### config.mk
export PLATFORM = sky130hd
export DESIGN_NAME = imdct_window_ctrl
export DESIGN_NICKNAME = d
export VERILOG_FILES = /design/src/rtl/imdct_window_ctrl.sv
export SDC_FILE = /design/constraint.sdc
export NUM_CORES = 1
export LEC_CHECK = 0
export ABC_CLOCK_PERIOD_IN_PS = 2200
export CAP_MARGIN = 5
export CORE_UTILIZATION = 48
export DETAILED_ROUTE_END_ITERATION = 12
export GPL_TIMING_DRIVEN = 0
export PLACE_DENSITY = 0.79
export SLEW_MARGIN = 0
export SYNTH_ARGS = -nofsm -noshare
export SYNTH_HDL_FRONTEND = slang
export SYNTH_SLANG_ARGS = --single-unit
export TNS_END_PERCENT = 20
### constraint.sdc
create_clock -name clk -period 2.2 [get_ports clk]
set_input_delay 0.66 -clock clk [delete_from_list [all_inputs] [get_ports clk]]
set_output_delay 0.66 -clock clk [all_outputs]
set_load 0.03 [all_outputs]
### src/rtl/imdct_window_ctrl.sv
// IMDCT windowing sequencer: walks 32 subbands per granule, issuing 18 index-pair
// beats per subband and waiting for overlap-add completion between subbands.
module imdct_window_ctrl #(
  parameter int NUM_SB    = 32,
  parameter int BEATS     = 18,
  parameter int SB_STRIDE = 18
) (
  input  logic       clk,
  input  logic       rst_n,
  input  logic       start,
  input  logic [1:0] block_type_in,
  input  logic       mixed_block,
  input  logic       beat_ready,
  input  logic       overlap_done,
  output logic       beat_valid,
  output logic [5:0] index_0,
  output logic [5:0] index_1,
  output logic [9:0] base_address,
  output logic [1:0] block_type,
  output logic [4:0] sb,
  output logic       busy,
  output logic       done,
  output logic [1:0] dbg_state
);

  typedef enum logic [1:0] {
    IDLE    = 2'd0,
    RUN     = 2'd1,
    WAIT_OV = 2'd2,
    FIN     = 2'd3
  } state_t;

  state_t     state_q, state_d;
  logic [4:0] k_q, k_d;
  logic [4:0] sb_q, sb_d;
  logic [9:0] base_q, base_d;
  logic [1:0] type_q, type_d;
  logic       mixed_q, mixed_d;

  always_ff @(posedge clk or negedge rst_n) begin
    if (!rst_n) begin
      state_q <= IDLE;
      k_q     <= '0;
      sb_q    <= '0;
      base_q  <= '0;
      type_q  <= '0;
      mixed_q <= 1'b0;
    end else begin
      state_q <= state_d;
      k_q     <= k_d;
      sb_q    <= sb_d;
      base_q  <= base_d;
      type_q  <= type_d;
      mixed_q <= mixed_d;
    end
  end

  // Beat handshake: a beat transfers on any rising edge where beat_valid and
  // beat_ready are both high; while beat_ready is low every beat output holds.
  always_comb begin
    state_d = state_q;
    k_d     = k_q;
    sb_d    = sb_q;
    base_d  = base_q;
    type_d  = type_q;
    mixed_d = mixed_q;
    case (state_q)
      IDLE: begin
        if (start) begin
          type_d  = block_type_in;
          mixed_d = mixed_block;
          k_d     = '0;
          sb_d    = '0;
          base_d  = '0;
          state_d = RUN;
        end
      end
      RUN: begin
        if (beat_ready) begin
          if (k_q == 5'(BEATS - 1)) begin
            k_d     = '0;
            state_d = WAIT_OV;
          end else begin
            k_d = k_q + 5'd1;
          end
        end
      end
      WAIT_OV: begin
        if (overlap_done) begin
          if (sb_q == 5'(NUM_SB - 1)) begin
            state_d = FIN;
          end else begin
            sb_d    = sb_q + 5'd1;
            base_d  = base_q + 10'(SB_STRIDE);
            state_d = RUN;
          end
        end
      end
      FIN: begin
        sb_d    = '0;
        base_d  = '0;
        type_d  = '0;
        mixed_d = 1'b0;
        state_d = IDLE;
      end
      default: state_d = IDLE;
    endcase
  end

  // Mixed blocks keep the two lowest subbands on the long window.
  always_comb begin
    beat_valid   = 1'b0;
    index_0      = '0;
    index_1      = '0;
    base_address = base_q;
    sb           = sb_q;
    block_type   = '0;
    busy         = (state_q != IDLE);
    done         = (state_q == FIN);
    dbg_state    = state_q;
    if (state_q != IDLE) begin
      block_type = (mixed_q && (sb_q < 5'd2)) ? 2'b00 : type_q;
    end
    if (state_q == RUN) begin
      beat_valid = 1'b1;
      index_0    = {k_q, 1'b0};
      index_1    = {k_q, 1'b1};
    end
  end

endmodule
After elaboration in Yosys (flattened, before gate mapping)
Cells that the tools add are included.
- reduce and logical (&&, ||, !) cells: 10
- shift operators: 0
- eq/ne operators: 10
- add/subtract/negate cells: 3
- bitwise logic cells: 0
- divide/modulo/power cells: 0
- $mul: 0
- muxes and demuxes: 26
- magnitude comparators: 1
- operators by type and width (operator ; count):
    $mux W10 ; 3
    $pmux W10 S3 ; 1
    $mux W5 ; 5
    $mux W2 ; 8
    $pmux W5 S3 ; 1
    $mux W6 ; 2
    $add A10 B5 Y10 const B ; 1
    $add A5 B1 Y5 const B ; 2
    $eq A5 B5 Y1 const B ; 2
    $ne A2 B2 Y1 const B ; 5
    $pmux W5 S2 ; 1
    $pmux W2 S4 ; 1
    $reduce_and A4 Y1 ; 2
    $reduce_bool A2 Y1 ; 3
    $lt A5 B2 Y1 const B ; 1
    $eq A2 B2 Y1 const B ; 2
    $pmux W2 S2 ; 1
    $reduce_and A3 Y1 ; 1
    $reduce_bool A3 Y1 ; 1
    $eq A2 B1 Y1 const B ; 1
    $logic_not A2 Y1 ; 1
    $mux W1 ; 2
    $pmux W1 S2 ; 1
    $reduce_and A2 Y1 ; 1
    $logic_and A1 B1 Y1 ; 1
- bits in read-only memories: 0
- output and inout bits: 34
- RAM bits: 0
- latch bits: 0
- memories kept: 0
- bits in registers: 25
- logic and storage cells: 56
- input bits: 8

Logic depth before layout (Yosys ltp)
- word-level depth: 4
- depth in mapped cells: 9

Worst setup path after synthesis
No wires, ideal clock.
- kind: reg2out
- from: register state_q[1], in the netlist dbg_state[1]
- to: output index_1[1]
- buffers on the path: 2
- arrival time: 1.824 ns
- path slack: -0.284 ns
- stages on the path, launching flop included: 6
- cells stage by stage: dfrtp_1 inv_1 ha_1 buf_2 and2_1 buf_4
- cells in the longest elaborated chain, start to end: 2
- RTL lines (what ; line ; text):
    from (decl) ; 33 ; state_t state_q, state_d;
    from (signal assigned) ; 49 ; state_q <= state_d;
    $eq A2 B1 Y1 ; 124 ; if (state_q == RUN) begin
    $mux W6 ; 124 ;
    to (decl) ; 17 ; output logic [5:0] index_1,
No other way between the ends.

Worst setup path after layout
- from: register state_q[0], in the netlist dbg_state[0]
- to: output block_type[0]
- cells in the longest elaborated chain, start to end: 2
- RTL lines (what ; line ; text):
    $reduce_bool A2 Y1 ; 121 ; if (state_q != IDLE) begin
    $mux W2 ; 121 ;
    to (decl) ; 19 ; output logic [1:0] block_type,
No other way between the ends.

==> impl_metrics.ini <==
[status]
status = complete, but fails checks
violations = negative setup slack

[timing]
setup_slack_ns = -0.00372
holdWs_ns = 0.518
rsz0062_at_grt = yes
period_minus_slack_ns = 2.20
finalMaxSlewViolations = 0
setup_viol = 1
hold_viol = 0
tns_ns = -0.00372
max_freq_ghz = 0.454
worstMarginPinSlew_ns = 1.08
fin_crit_sh_pct = 100
relSlewSlack_pct = 27.5
clock_skew_ns = 0.00215

[die]
die_w_um = 59.2
rows = 20
dieArea_mm2 = 0.00350
die_h_um = 59.2
start_util_pct = 50.9
io_pins = 42
core-area_mm2 = 0.00308

[grt]
grt_max_degree = 25
grt_pass1_vias = 1360
grt_pass1_wl_mm = 5.98
antenna_found_initial = 0
grt_overflow_total = 0
track_usage_pct = 22.0

[pwr]
ir_drop_mv = 1.06
internal_power_mw = 1.45
p_comb_share_pct = 66.5
power.density_mw_per_mm2 = 1290
totalPowerFinal_mw = 2.76
power_frac_clock_pct = 7.0
p_sw_mw = 1.31
pwr-share-seq_pct = 26.4
p_sw_share_pct = 47.5
leakage_nw = 1.07

[final_layout]
post-route-cell-area_mm2 = 0.00214
instances_no_fill = 262
syn_to_final_growth_pct = 36.5
layout_common_cells = 27 x nand2_1, 22 x dfrtp_1, 17 x clkdlybuf4s50_1
post-route-util_pct = 69.5
nNetsFinal = 238
drive_gt1_share_pct = 25.7
final_common_cell = nand2_1
fillers = 253
diodes = 0

[setup_path]
reg2reg_depth = 7
endpoint_kind = output pin
rr_startpoint = sb[1]
r2r_slack_ns = 0.12
critPathMaxFanout = 5
rr_endpoint = base_address[8]
path_class = register to output pin
cp-start-kind = register
cp_data_required_time_ns = 1.54
worst_ep_arrival_time_ns = 1.54

[route]
routedWlPerCell_um = 13.6
drc = 0
vias = 1381
routed_wl_mm = 3.55
drt-initial-drc-count = 33
first_pass_iters = 4
vias_per_cell = 5.27
ant_nets = 0

[yosys]
synth.distinct_cells = 42
syn_area_mm2 = 0.00157
async_flop_share_pct = 100
postSynthAreaPerCell_um2 = 9.28
syn_inst = 169
synth_edf_count = 0
yosys_warnings = 0
synthFlopType = dfrtp_1
ys_seq_area_share_pct = 38.3
ys_ff_latch = 24

[cts]
cts.path.max_buffers = 2
cts_tree = done
cts.clk_slew.worst_paths_ns = 0.13
insertion_delay_ns = 0.31
ctsHtreeMaxLevel = 1
cts_buffers = 3
clock_sinks = 24
cts_root_buf = clkbuf_4
ctsHoldBuffers = 0

[placed_design]
post-place-ws_ns = -0.334
post-dp-hpwl_mm = 2.56
port_buffers = 39
place_inst = 253
placed_cell_area_mm2 = 0.00204
gp_congestion = 0.798

[worst_hold_path]
min_path_cells = 2
hp-class = register to register
min_from = type_q[0]
min_to = type_q[0]

[job]
max_cap_viol_count = 0
-- cell families (layout without fill, tap and decap cells) --
logic type                 after synthesis  count (layout)  share of synthesized area (%)
AOI/OAI and AO/OA                       33              33                           15.2
and+or+nand+nor                         81              81                           29.1
other                                    1               2                          0.239
buffers and inverters                   18              66                           7.98
muxes                                    1               1                          0.638
DFF                                     24              24                           38.3
xor gates and xnor gates                 1               1                          0.559
adders and majority gates               10              10                           7.98
-- power groups by stage --
stage	Combinational (mW)	Clock (mW)	Sequential (mW)
floorplan	1.06	0	0.828
global placement	1.63	0	0.724
detailed placement	1.67	0	0.734
CTS	1.68	0.198	0.720
global route	1.99	0.215	0.752
finish	1.83	0.194	0.728
-- repair_timing --
action	in CTS	in global routing
endpoints found under the setup margin	16	27
resized for setup	77	17
cloned	0	1
buffers inserted	1	4
pin swaps	1	1
-- worst max-delay path, stage by stage, from the launching register on --
cell     delay (ns)
dfrtp_2        0.44
inv_1          0.10
ha_2           0.23
a21oi_2        0.13
and2_1         0.15
buf_2          0.19
-- worst max path at each step --
stage                             from  slack (ns)  cells after the start            end
after CTS                 dbg_state[0]       -0.12                      5  block_type[0]
after global routing      dbg_state[0]       -0.05                      5  block_type[0]
final                     dbg_state[0]      -0.004                      5  block_type[0]
after global placement    dbg_state[1]       -0.28                      6     index_1[1]
after floorplan           dbg_state[1]        0.07                      5     index_1[5]
after detailed placement  dbg_state[1]       -0.33                      6     index_1[4]
-- routing by layer --
metal	up-vias	global-route usage, %	routed length (um)
met2	36	38.5	1740
met4	0	7.48	37
met3	4	2.18	129
li1	682	-	-
met1	659	28.4	1640
met5	-	0	0
-- Yosys cell counts (2+ instances only) --
cell	number	share of area, %
a21oi_1	6	1.9
and2_1	8	3.2
buf_2	2	0.64
buf_4	8	3.8
buf_6	2	1.4
dfrtp_1	24	38
ha_1	10	8.0
inv_1	5	1.2
nand2_1	27	6.5
nand2b_1	2	0.80
nand3_1	15	4.8
nor2_1	5	1.2
nor2b_1	7	2.8
nor4_1	2	0.80
o21ai_0	15	4.8
or4_1	5	2.4
-- layout make-up --
cell class	instances	area, um2	share of cell area [%]
well taps	44	55.1	2.57
repair buffers	45	435	20.4
flip-flops and latches	24	603	28.2
inverters	5	21.3	0.994
clock buffers	3	22.5	1.05
multi-input cells	128	883	41.3
plain buffers	13	119	5.56
-- registers in the layout (all words and copies together), names as in the netlist --
register      count
dbg_state         2
sb                5
mixed_q           1
type_q            2
base_address      9
k_q               5
No activity file was read; power rests on OpenSTA's default activity.
